`src/rtl/led_shift_driver.sv`:
```
// led_shift_driver: continuous refresh of an external SIPO LED chain (snapshot, shift MSB first, latch).
// Optional post-reset lamp test (all LEDs on for LAMP_FRAMES frames) is built with LED_LAMP_TEST_EN.
package led_shift_driver_pkg;
  typedef enum logic [1:0] {
    ST_LOAD  = 2'b00,
    ST_SHIFT = 2'b01,
    ST_LATCH = 2'b10
  } state_t;
endpackage

module led_shift_driver
  import led_shift_driver_pkg::*;
#(
  parameter int unsigned NLED        = 16,
  parameter int unsigned CLKDIV      = 4,
  parameter int unsigned LAMP_FRAMES = 8
) (
  input  logic            clock,
  input  logic            reset,
  input  logic [NLED-1:0] led_in,
  output logic            sr_clk,
  output logic            sr_data,
  output logic            sr_latch,
  output logic            frame_done
);

  localparam int unsigned DW = $clog2(2 * CLKDIV);
  localparam int unsigned BW = (NLED > 1) ? $clog2(NLED) : 1;
  localparam logic [DW-1:0] DIV_HALF   = DW'(CLKDIV);
  localparam logic [DW-1:0] DIV_LAST   = DW'(2 * CLKDIV - 1);
  localparam logic [DW-1:0] LATCH_LAST = DW'(CLKDIV - 1);
  localparam logic [BW-1:0] BIT_FIRST  = BW'(NLED - 1);

  state_t          state, state_n;
  logic [NLED-1:0] shreg, shreg_n;
  logic [NLED-1:0] acc, acc_n;
  logic [BW-1:0]   bitcnt, bitcnt_n;
  logic [DW-1:0]   divcnt, divcnt_n;
  logic            sr_clk_n, sr_data_n, sr_latch_n, frame_done_n;
  logic            lamp_on;

`ifdef LED_LAMP_TEST_EN
  localparam int unsigned FW = $clog2(LAMP_FRAMES + 1);
  localparam logic [FW-1:0] FRAMES_SAT = FW'(LAMP_FRAMES);

  logic [FW-1:0] frame_cnt;

  // Completed-frame counter; saturates once the lamp test is over.
  always_ff @(posedge clock) begin
    if (reset) begin
      frame_cnt <= '0;
    end else if (frame_done && (frame_cnt != FRAMES_SAT)) begin
      frame_cnt <= frame_cnt + 1'b1;
    end
  end

  assign lamp_on = (frame_cnt != FRAMES_SAT);
`else
  // Lamp test compiled out; LAMP_FRAMES has no effect (always >= 1).
  assign lamp_on = (LAMP_FRAMES == 32'd0) && 1'b0;
`endif

  // State and datapath registers.
  always_ff @(posedge clock) begin
    if (reset) begin
      state  <= ST_LOAD;
      shreg  <= '0;
      acc    <= '0;
      bitcnt <= '0;
      divcnt <= '0;
    end else begin
      state  <= state_n;
      shreg  <= shreg_n;
      acc    <= acc_n;
      bitcnt <= bitcnt_n;
      divcnt <= divcnt_n;
    end
  end

  // Registered outputs, computed from the next state so they line up with it.
  always_ff @(posedge clock) begin
    if (reset) begin
      sr_clk     <= 1'b0;
      sr_data    <= 1'b0;
      sr_latch   <= 1'b0;
      frame_done <= 1'b0;
    end else begin
      sr_clk     <= sr_clk_n;
      sr_data    <= sr_data_n;
      sr_latch   <= sr_latch_n;
      frame_done <= frame_done_n;
    end
  end

  // Next-state logic; events are OR-accumulated between snapshots.
  always_comb begin
    state_n  = state;
    shreg_n  = shreg;
    bitcnt_n = bitcnt;
    divcnt_n = divcnt;
    acc_n    = acc | led_in;

    case (state)
      ST_LOAD: begin
        shreg_n  = lamp_on ? '1 : (acc | led_in);
        bitcnt_n = BIT_FIRST;
        divcnt_n = '0;
        acc_n    = '0;
        state_n  = ST_SHIFT;
      end
      ST_SHIFT: begin
        if (divcnt == DIV_LAST) begin
          divcnt_n = '0;
          if (bitcnt == '0) begin
            state_n = ST_LATCH;
          end else begin
            shreg_n  = shreg << 1;
            bitcnt_n = bitcnt - 1'b1;
          end
        end else begin
          divcnt_n = divcnt + 1'b1;
        end
      end
      ST_LATCH: begin
        if (divcnt == LATCH_LAST) begin
          divcnt_n = '0;
          state_n  = ST_LOAD;
        end else begin
          divcnt_n = divcnt + 1'b1;
        end
      end
      default: begin
        state_n  = ST_LOAD;
        shreg_n  = '0;
        bitcnt_n = '0;
        divcnt_n = '0;
      end
    endcase

    sr_clk_n     = (state_n == ST_SHIFT) && (divcnt_n >= DIV_HALF);
    sr_data_n    = shreg_n[NLED-1];
    sr_latch_n   = (state_n == ST_LATCH);
    frame_done_n = (state_n == ST_LATCH) && (divcnt_n == LATCH_LAST);
  end

endmodule

```
`config.mk`:
```
export PLATFORM = sky130hd
export DESIGN_NAME = led_shift_driver
export DESIGN_NICKNAME = d
export VERILOG_FILES = /design/src/rtl/led_shift_driver.sv
export SDC_FILE = /design/constraint.sdc
export NUM_CORES = 1
export LEC_CHECK = 0
export ABC_AREA = 1
export BUFFER_PORTS_ARGS = -buffer_cell sky130_fd_sc_hd__buf_2
export CAP_MARGIN = 5
export CORE_MARGIN = 2
export CORE_UTILIZATION = 56
export CTS_CLUSTER_SIZE = 8
export DETAILED_ROUTE_END_ITERATION = 16
export GPL_ROUTABILITY_DRIVEN = 0
export PLACE_DENSITY = 0.77
export REMOVE_ABC_BUFFERS = 1
export SETUP_SLACK_MARGIN = 0.02
export SLEW_MARGIN = 20
export SYNTH_ARGS = -nofsm -noshare
export SYNTH_HDL_FRONTEND = slang
export SYNTH_SLANG_ARGS = --single-unit
```
`constraint.sdc`:
```
create_clock -name clock -period 1.9 [get_ports clock]
set_clock_uncertainty 0.05 [all_clocks]
set_input_delay 0.38 -clock clock [delete_from_list [all_inputs] [get_ports clock]]
set_output_delay 0.38 -clock clock [all_outputs]
set_load 0.005 [all_outputs]
```
==> metrics, run 1 <==
via density per instance=5.054; final worst-path cycle share=90.40%; Clk Latency, worst-skew pair=360 ps; Leakage=0.9385 nW; critical path class=reg -> reg; share of layout cells above drive strength 1=21.34%; r2r setup slk=180 ps; Post-Syn Instances=228; worst hold endpoint=acc[3]; # nets final=282; CP startpoint kind=register; initial DRC count=61; CTS buffer count=5; ANT cells=0; ranking of synthesized cells by area=dfxtp_1 47%, nor2_1 10%, ha_1 7.4%; crit-path cells=inv_1 -> ha_1 -> inv_2 -> or2_1 -> nand3_2 -> buf_4 -> o21ai_1 -> a21oi_2; Die Area=0.003814 mm^2; Worst VDD drop=0.8110 mV; Worst Path Max Fanout=16; Slew Limit Fails=0; GRT Total Usage=21.78%; RSZ-0062 raised after global routing=no; Worst EP required=2150 ps; setup ws final=182.4 ps; # hold bufs at CTS=0; worst-case clock buffer depth=2; post-CTS sizing=0; Post-Route WL=3540 um; Root Buffer=clkbuf_4; Syn Std Cell Area=0.001868 mm^2; worst reg2reg path depth=8; syn_area_per_cell=8.193 um^2; first-pass GRT wire length=5947 um; post-synth top area cell=dfxtp_1; WHS Path Cells=3; Worst setup EP type=register; Final min period=1718 ps; Final ANT Viol Nets=0; CTS H-Tree Depth=2; slowest CP cell=dfxtp_1; register area share after synthesis=47.15%; endpoints failing hold=0; total number of vias=1501; Die X=61.76 um; Die Height=61.76 um; Arrival @ worst endpoint=1970 ps; Slew Limit Headroom=60.55%; Hold WC Path Type=in -> reg; distinct cell type count after synthesis=26; initial antenna violation count=0; outcome=finished clean; P_int=1.523 mW; commonest non-fill, non-tap cell in the layout=nor2_1; Tot Pwr=2.058 mW; vias in the first global route=1359; Multi-input gate area=818.3 um^2; # IOs=22; core footprint=0.003103 mm^2; sw frac=26.02%; Max Fclk=0.5822 GHz; WL per Instance=11.92 um; DPL Wire Length=2281 um; r2r endpoint=shreg[2]; drt pass-1 iters=4; postcts setup bufs=0; synth-to-layout area growth=13.19%; most frequent cells in the layout=51 x nor2_1, 44 x dfxtp_1, 27 x inv_1, 21 x buf_2, 16 x o21ai_1; Synth warnings=0; post-synthesis register bit count=44; Port Buffers=21; Worst-path clk slew=120 ps; Clk network pwr share=34.1%; largest net degree at the start of global routing=21; Initial Utilization=60.20%; grt total ovfl=0; sequential share of power=49.8%; Reg area=880.8 um^2; CP max stage delay=350 ps; Comb power frac=16.2%; Reg2Reg Launch Point=state[1]; hold path start=led_in[3]; Power Density=973.3 mW/mm^2; CTS tree=done; sw power=0.5354 mW; fillers=276; Clock Sinks=44; share of Yosys cell area claimed by the top area cell type=47.15%; row cnt=20; drt drc=0; max cap viols=0; Setup-failing EPs final=0; worst-margin pin slew=590.4 ps; Place WS=225.5 ps
## sequential cells by signal, indices dropped and copies added, names as in the netlist
name,flops
acc,16
bitcnt,4
divcnt,3
frame_done,1
shreg,16
sr_clk,1
sr_latch,1
state,2
## how the worst max path moves through the flow
stage,from,end,slack (ps)
2_1_floorplan,state[1],bitcnt[3],-250
3_3_place_gp,divcnt[0],shreg[11],280
3_5_place_dp,divcnt[0],shreg[13],230
4_1_cts,state[1],shreg[2],190
5_1_grt,state[1],shreg[13],50
6_report,state[1],shreg[2],180
## layer usage
layer	global-route usage (%)	share of wire [%]	vias to the layer above
li1	-	-	787
met1	27.64	47	664
met2	34.29	45	38
met3	7.660	4.9	12
met4	8.207	3.1	0
met5	0	0	-
## synthesized netlist by cell type, drive strengths merged
library cell  instances
ha                   11
clkbuf                3
a21oi                20
or2                   1
xor2                  1
nor2                 52
nor3b                 1
nand3                 2
inv                  29
nor3                  1
o21ai                23
clkinv                1
dfxtp                44
buf                   6
nand2                16
o22ai                14
nand4                 3
## power groups by stage
stage | Sequential, mW | Clock (mW) | Combinational (mW)
after floorplan | 1.04 | 0 | 0.236
after global placement | 1.04 | 0 | 0.317
after detailed placement | 1.04 | 0 | 0.327
after CTS | 1.02 | 0.708 | 0.333
after global routing | 1.03 | 0.749 | 0.376
final | 1.02 | 0.701 | 0.333
## cell families (layout without fill, tap and decap cells)
logic type,count (synthesis),after routing,share of synthesized area [%]
buffers and inverters,39,64,9.042
adder cells (fa/ha/maj),11,11,7.368
XOR/XNOR,1,1,0.4689
AND/OR/NAND/NOR,76,76,16.74
AO/OA/AOI/OAI,57,57,19.22
flip-flops,44,44,47.15
## worst max-delay path, delay by kind of cell (launching register included)
family	cells	cell delay [ps]
flops	1	350
fa+ha+maj	1	270
simple gates	2	350
buf+inv	3	410
compound gates	2	230
## stage by stage
step / area [um^2] / utilization (%) / TNS, ps / hold WS, ps / instances
floorplan: 1812 / - / -3209 / 377.6 / 219
global placement: 2017 / 65.00 / 0 / 390.8 / 290
detailed placement: 2017 / 65.00 / 0 / 400.6 / 290
CTS: 2115 / 68.15 / 0 / 194.0 / 297
global route: 2115 / 68.15 / 0 / 194.9 / 297
finish: 2115 / 68.15 / 0 / 193.4 / 297
## area by class of cell
cell class / count / share of cell area, %
sequential: 44 / 41.66
inverter: 30 / 5.325
timing repair buffer: 27 / 7.101
clock buffer: 5 / 1.775
tap: 44 / 2.604
clock inverter: 2 / 2.840
multi-input combinational: 145 / 38.70
Note: power is estimated with default switching activity, not from simulation.
==> run 2, diff against run 1 <==
--- a/config.mk
+++ b/config.mk
@@ -13,7 +13,7 @@
 export CTS_CLUSTER_SIZE = 8
 export DETAILED_ROUTE_END_ITERATION = 16
 export GPL_ROUTABILITY_DRIVEN = 0
-export PLACE_DENSITY = 0.77
+export PLACE_DENSITY = 0.76
 export REMOVE_ABC_BUFFERS = 1
 export SETUP_SLACK_MARGIN = 0.02
 export SLEW_MARGIN = 20
==> run 2 against run 1 <==
  * Worst setup slack better by 8.5 ps
  * Sequential share of layout area up 0.63 points
  * Combinational power is 2% lower
  * First-iteration DRC count is 30% lower
  * Register-to-register slack about the same
  * Sequential power barely moved
  * Total power decreased by 12%
  * Wire length fell by 9.2%
  * Die area is the same
  * Clock power fell by 34%
  * Maximum frequency rose by 0.50%
  * Core utilization is 1.0 points lower
  * Largest cell class unchanged
  * Highest routed layer unchanged
==> metrics, run 2 (same netlist as run 1, synthesis figures left out) <==
outcome=finished clean; ANT cells=0 (unchanged); Max Fclk=0.5851 GHz (+0.50%); area post-placement=0.002022 mm^2 (+0.25%); post-route cell area=0.002083 mm^2 (-1.5%); Post-Route WL=3213 um (-9.2%); Clk network pwr share=25.6% (-8.5 points); # nets final=281 (-0.35%); share of layout cells above drive strength 1=21.34% (unchanged); grt total ovfl=0 (unchanged); Die X=61.76 um (unchanged); Worst Path Max Fanout=18 (+2); worst reg2reg path depth=7 (-1); core footprint=0.003103 mm^2 (unchanged); GRT Total Usage=20.27% (-1.5 points); initial antenna violation count=0 (unchanged); Root Buffer=clkbuf_4; final non-filler cell total=297 (unchanged); Die Area=0.003814 mm^2 (unchanged); Slew Limit Fails=0 (unchanged); Worst EP required=2150 ps (about the same); total number of vias=1447 (-3.6%); CTS tree=done; first-pass GRT wire length=5623 um (-5.4%); Final min period=1709 ps (-8.473 ps); drt pass-1 iters=4 (unchanged); worst hold endpoint=acc[5]; Reg2Reg Launch Point=divcnt[0]; Worst setup EP type=register; fillers=263 (-4.7%); Die Height=61.76 um (unchanged); final core utilization=67.14% (-1.0 points); sw power=0.5160 mW (-3.6%); Tot Pwr=1.814 mW (-12%); Port Buffers=21 (unchanged); RSZ-0062 raised after global routing=no; r2r endpoint=shreg[7]; WHS Path Cells=3 (unchanged); Final ANT Viol Nets=0 (unchanged); via density per instance=4.872 (-3.6%); Arrival @ worst endpoint=1960 ps (about the same); postcts setup bufs=0 (unchanged); Clock Sinks=44 (unchanged); total negative slack=0 ps (unchanged); row cnt=20 (unchanged); post-CTS sizing=0 (unchanged); P_int=1.298 mW (-15%); biggest regs=acc (16), shreg (16), bitcnt (4); Initial Utilization=60.20% (unchanged); critical path class=reg -> reg; Worst VDD drop=0.5911 mV (-27%); Leakage=0.9246 nW (-1.5%); drt drc=0 (unchanged); Power Density=870.6 mW/mm^2 (-11%); hold slack=201.8 ps (+8.363 ps); # IOs=22 (unchanged); worst-case clock buffer depth=2 (unchanged); sw frac=28.45% (+2.4 points); final worst-path cycle share=89.96% (-0.45 points); r2r setup slk=190 ps (about the same); Worst-path clk slew=120 ps (about the same); setup ws final=190.8 ps (+8.473 ps); synth-to-layout area growth=11.52%; Hold WC Path Type=in -> reg; # hold bufs at CTS=0 (unchanged); CP startpoint kind=register; Place WS=213.3 ps (-12.25 ps); Setup-failing EPs final=0 (unchanged); CTS H-Tree Depth=2 (unchanged); WL per Instance=10.82 um (-9.2%); max cap viols=0 (unchanged); worst-margin pin slew=523.7 ps (-66.67 ps); largest net degree at the start of global routing=21 (unchanged); vias in the first global route=1329 (-2.2%); sequential share of power=56.4% (+6.6 points); CTS buffer count=5 (unchanged); placed instance count=289 (-0.34%); commonest non-fill, non-tap cell in the layout=nor2_1; endpoints failing hold=0 (unchanged); Clk Latency, worst-skew pair=350 ps (about the same); initial DRC count=43 (-30%); hold path start=led_in[5]; DPL Wire Length=2306 um (+1.1%); Comb power frac=18.0% (+1.8 points); Slew Limit Headroom=65.00% (+4.5 points); most frequent cells in the layout=51 x nor2_1, 44 x dfxtp_1, 27 x inv_1, 21 x buf_2, 16 x o21ai_1
run 2: per-layer routing:
layer	vias up	track usage, %	part of all wire, %
met3	2	6.832	4.4
met5	-	0	0
met4	0	6.383	0.37
met1	631	27.38	50
li1	787	-	-
met2	27	30.83	45
run 2: how the worst max path moves through the flow:
stage,startpoint,end,cells after the start
2_1_floorplan,state[1],bitcnt[3],9
3_3_place_gp,state[0],acc[0],5
3_5_place_dp,divcnt[0],shreg[7],7
4_1_cts,divcnt[0],shreg[7],7
5_1_grt,divcnt[0],shreg[7],7
6_report,divcnt[0],shreg[7],7
run 2: critical path, stage by stage (launching register included):
cell	delay (ps)
dfxtp_1	340
ha_1	240
ha_1	190
or2_1	250
nand3_2	110
buf_4	260
o21ai_1	110
a21oi_2	120
run 2: power groups by stage:
| stage | Combinational (mW) | Clock [mW] | Sequential, mW |
|---|---|---|---|
| after floorplan | 0.236 | 0 | 1.04 |
| after global placement | 0.321 | 0 | 1.04 |
| after detailed placement | 0.327 | 0 | 1.04 |
| after CTS | 0.328 | 0.474 | 1.02 |
| after global routing | 0.377 | 0.513 | 1.03 |
| final | 0.326 | 0.464 | 1.02 |
run 2: final cells by class:
type / count / area [um^2] / share of cell area, %
sequential: 44 / 880.8 / 42.28
multi-input combinational: 145 / 818.3 / 39.28
timing repair buffer: 26 / 155.1 / 7.447
inverter: 30 / 112.6 / 5.405
tap: 44 / 55.05 / 2.643
clock buffer: 6 / 51.30 / 2.462
clock inverter: 2 / 10.01 / 0.4805
==> run 3, diff against run 2 <==
--- a/config.mk
+++ b/config.mk
@@ -8,6 +8,7 @@
 export ABC_AREA = 1
 export BUFFER_PORTS_ARGS = -buffer_cell sky130_fd_sc_hd__buf_2
 export CAP_MARGIN = 5
+export CORE_ASPECT_RATIO = 0.5
 export CORE_MARGIN = 2
 export CORE_UTILIZATION = 56
 export CTS_CLUSTER_SIZE = 8
==> run 3 against run 2 <==
  * Wire length increased by 4.9%
  * Worst hold slack better by 61 ps
  * Non-clock buffer count down 1
  * Design area is 1.6% higher
  * Cell count decreased by 1.7%
  * Maximum frequency increased by 0.29%
  * Clock power grew 52%
  * Register-to-register slack about the same
  * Largest cell class unchanged
  * Highest routed layer unchanged
==> metrics, run 3 (same netlist as run 1, synthesis figures left out) <==
Reg area=880.8 um^2 (unchanged); slowest CP cell=dfxtp_1; initial DRC count=61 (+42%); crit-path cells=inv_1 -> ha_1 -> inv_2 -> or2_1 -> nand3_2 -> buf_12 -> o21ai_1 -> a21oi_2; Worst VDD drop=0.5403 mV (-8.6%); Worst Path Max Fanout=29 (+11); final worst-path cycle share=89.70% (-0.26 points); GRT Total Usage=20.75% (+0.48 points); vias in the first global route=1429 (+7.5%); endpoints failing hold=0 (unchanged); Max Fclk=0.5868 GHz (+0.29%); Die Area=0.003842 mm^2 (+0.74%); CTS H-Tree Depth=2 (unchanged); Clock Sinks=44 (unchanged); r2r endpoint=shreg[14]; worst-case clock buffer depth=2 (unchanged); busiest grt layer=met2; hold path start=led_in[13]; Tot Pwr=2.057 mW (+13%); CTS tree=done; post-CTS sizing=0 (unchanged); Setup-failing EPs final=0 (unchanged); CP startpoint kind=register; worst-margin pin slew=567.5 ps (+43.77 ps); Reg2Reg Launch Point=state[1]; CP max stage delay=370 ps (+30 ps); hold slack=263.3 ps (+61.48 ps); # hold bufs at CTS=0 (unchanged); WL per Instance=11.54 um (+6.7%); DPL Wire Length=2176 um (-5.6%); biggest regs=acc (16), shreg (16), bitcnt (4); Multi-input gate area=818.3 um^2 (unchanged); critical path class=reg -> reg; Port Buffers=21 (unchanged); worst hold endpoint=acc[13]; row cnt=14 (-30%); share of layout cells above drive strength 1=20.63% (-0.71 points); total negative slack=0 ps (unchanged); postcts setup bufs=0 (unchanged); via density per instance=5.041 (+3.5%); RSZ-0062 raised after global routing=no; CP startpoint=state[1]; max cap viols=0 (unchanged); met2 Usage GRT=36.25% (+5.4 points); Die X=85.68 um (+39%); Initial Utilization=60.59% (+0.39 points); ANT cells=0 (unchanged); Arrival @ worst endpoint=1850 ps (-110 ps); Die Height=44.84 um (-27%); Clk Latency, worst-skew pair=300 ps (-50 ps); worst reg2reg path depth=8 (+1); Hold WC Path Type=in -> reg; first-pass GRT wire length=6092 um (+8.3%); outcome=finished clean; # IOs=22 (unchanged); Slew Limit Fails=0 (unchanged); Leakage=0.9370 nW (+1.3%); r2r setup slk=200 ps (about the same); total number of vias=1472 (+1.7%); Post-Route WL=3370 um (+4.9%); synth-to-layout area growth=13.33%; initial antenna violation count=0 (unchanged); M3 GR Usage=7.130% (+0.30 points); Final ANT Viol Nets=0 (unchanged); CTS buffer count=5 (unchanged); Worst EP required=2040 ps (-110 ps); Slew Limit Headroom=62.08% (-2.9 points); Worst setup EP type=register; grt total ovfl=0 (unchanged); WHS Path Cells=3 (unchanged); drt pass-1 iters=4 (unchanged); Final min period=1704 ps (-4.940 ps); largest net degree at the start of global routing=30 (+43%); GR Util met1=24.37% (-3.0 points); Worst-path clk slew=80 ps (-40 ps); Root Buffer=clkbuf_8; commonest non-fill, non-tap cell in the layout=nor2_1; Power Density=971.7 mW/mm^2 (+12%); drt drc=0 (unchanged); # nets final=280 (-0.36%); most frequent cells in the layout=51 x nor2_1, 44 x dfxtp_1, 27 x inv_1, 21 x buf_2, 16 x o21ai_1; fillers=258 (-1.9%); core footprint=0.003083 mm^2 (-0.65%)
[run 3: cell count changes in the layout (fill, tap and decap cells not counted)]
cell	change
buf_4	-1
bufinv_16	+1
clkbuf_1	+1
clkbuf_4	-5
clkbuf_8	+4
clkinv_2	-1
[run 3: power breakdown]
group	total [mW]	leakage (nW)	switching [mW]	internal (mW)
clock network	0.707	0.0552	0.317	0.390
registers	1.02	0.362	0.0282	0.995
logic	0.327	0.520	0.201	0.125
[run 3: worst max path at each step]
| stage | endpoint | slack, ps |
|---|---|---|
| after floorplan | bitcnt[3] | -250 |
| after global placement | shreg[13] | 290 |
| after detailed placement | shreg[14] | 230 |
| after CTS | shreg[14] | 220 |
| after global routing | bitcnt[2] | 30 |
| final | shreg[14] | 200 |
[run 3: per-stage QoR]
stage | setup WS, ps | cells | util, % | area, um^2
2_1_floorplan | -246.1 | 219 | - | 1812
3_3_place_gp | 289.1 | 284 | 65.18 | 2009
3_5_place_dp | 230.1 | 284 | 65.18 | 2009
4_1_cts | 216.0 | 292 | 68.67 | 2117
5_1_grt | 33.31 | 292 | 68.67 | 2117
6_report | 195.8 | 292 | 68.67 | 2117
[run 3: cell type report]
cell class,instances,area share [%]
clock buffers,6,3.428
clock inverters,2,1.655
inverters,30,5.319
multi-input cells,145,38.65
flip-flops and latches,44,41.61
well taps,40,2.364
repair buffers,25,6.974
[run 3: critical path: cells and delay by family, from the launching register on]
kind                     cells  cell delay, ps
AND/OR/NAND/NOR              2             280
flip-flops                   1             370
adder cells (fa/ha/maj)      1             240
AO/OA/AOI/OAI                2             220
buffers and inverters        3             430
[run 3: metal layers]
metal	up-vias	routed length (um)	share of wire, %
met2	19	1567	46
met5	-	0	0
met1	664	1606	48
met3	6	146	4.3
li1	783	-	-
met4	0	50	1.5
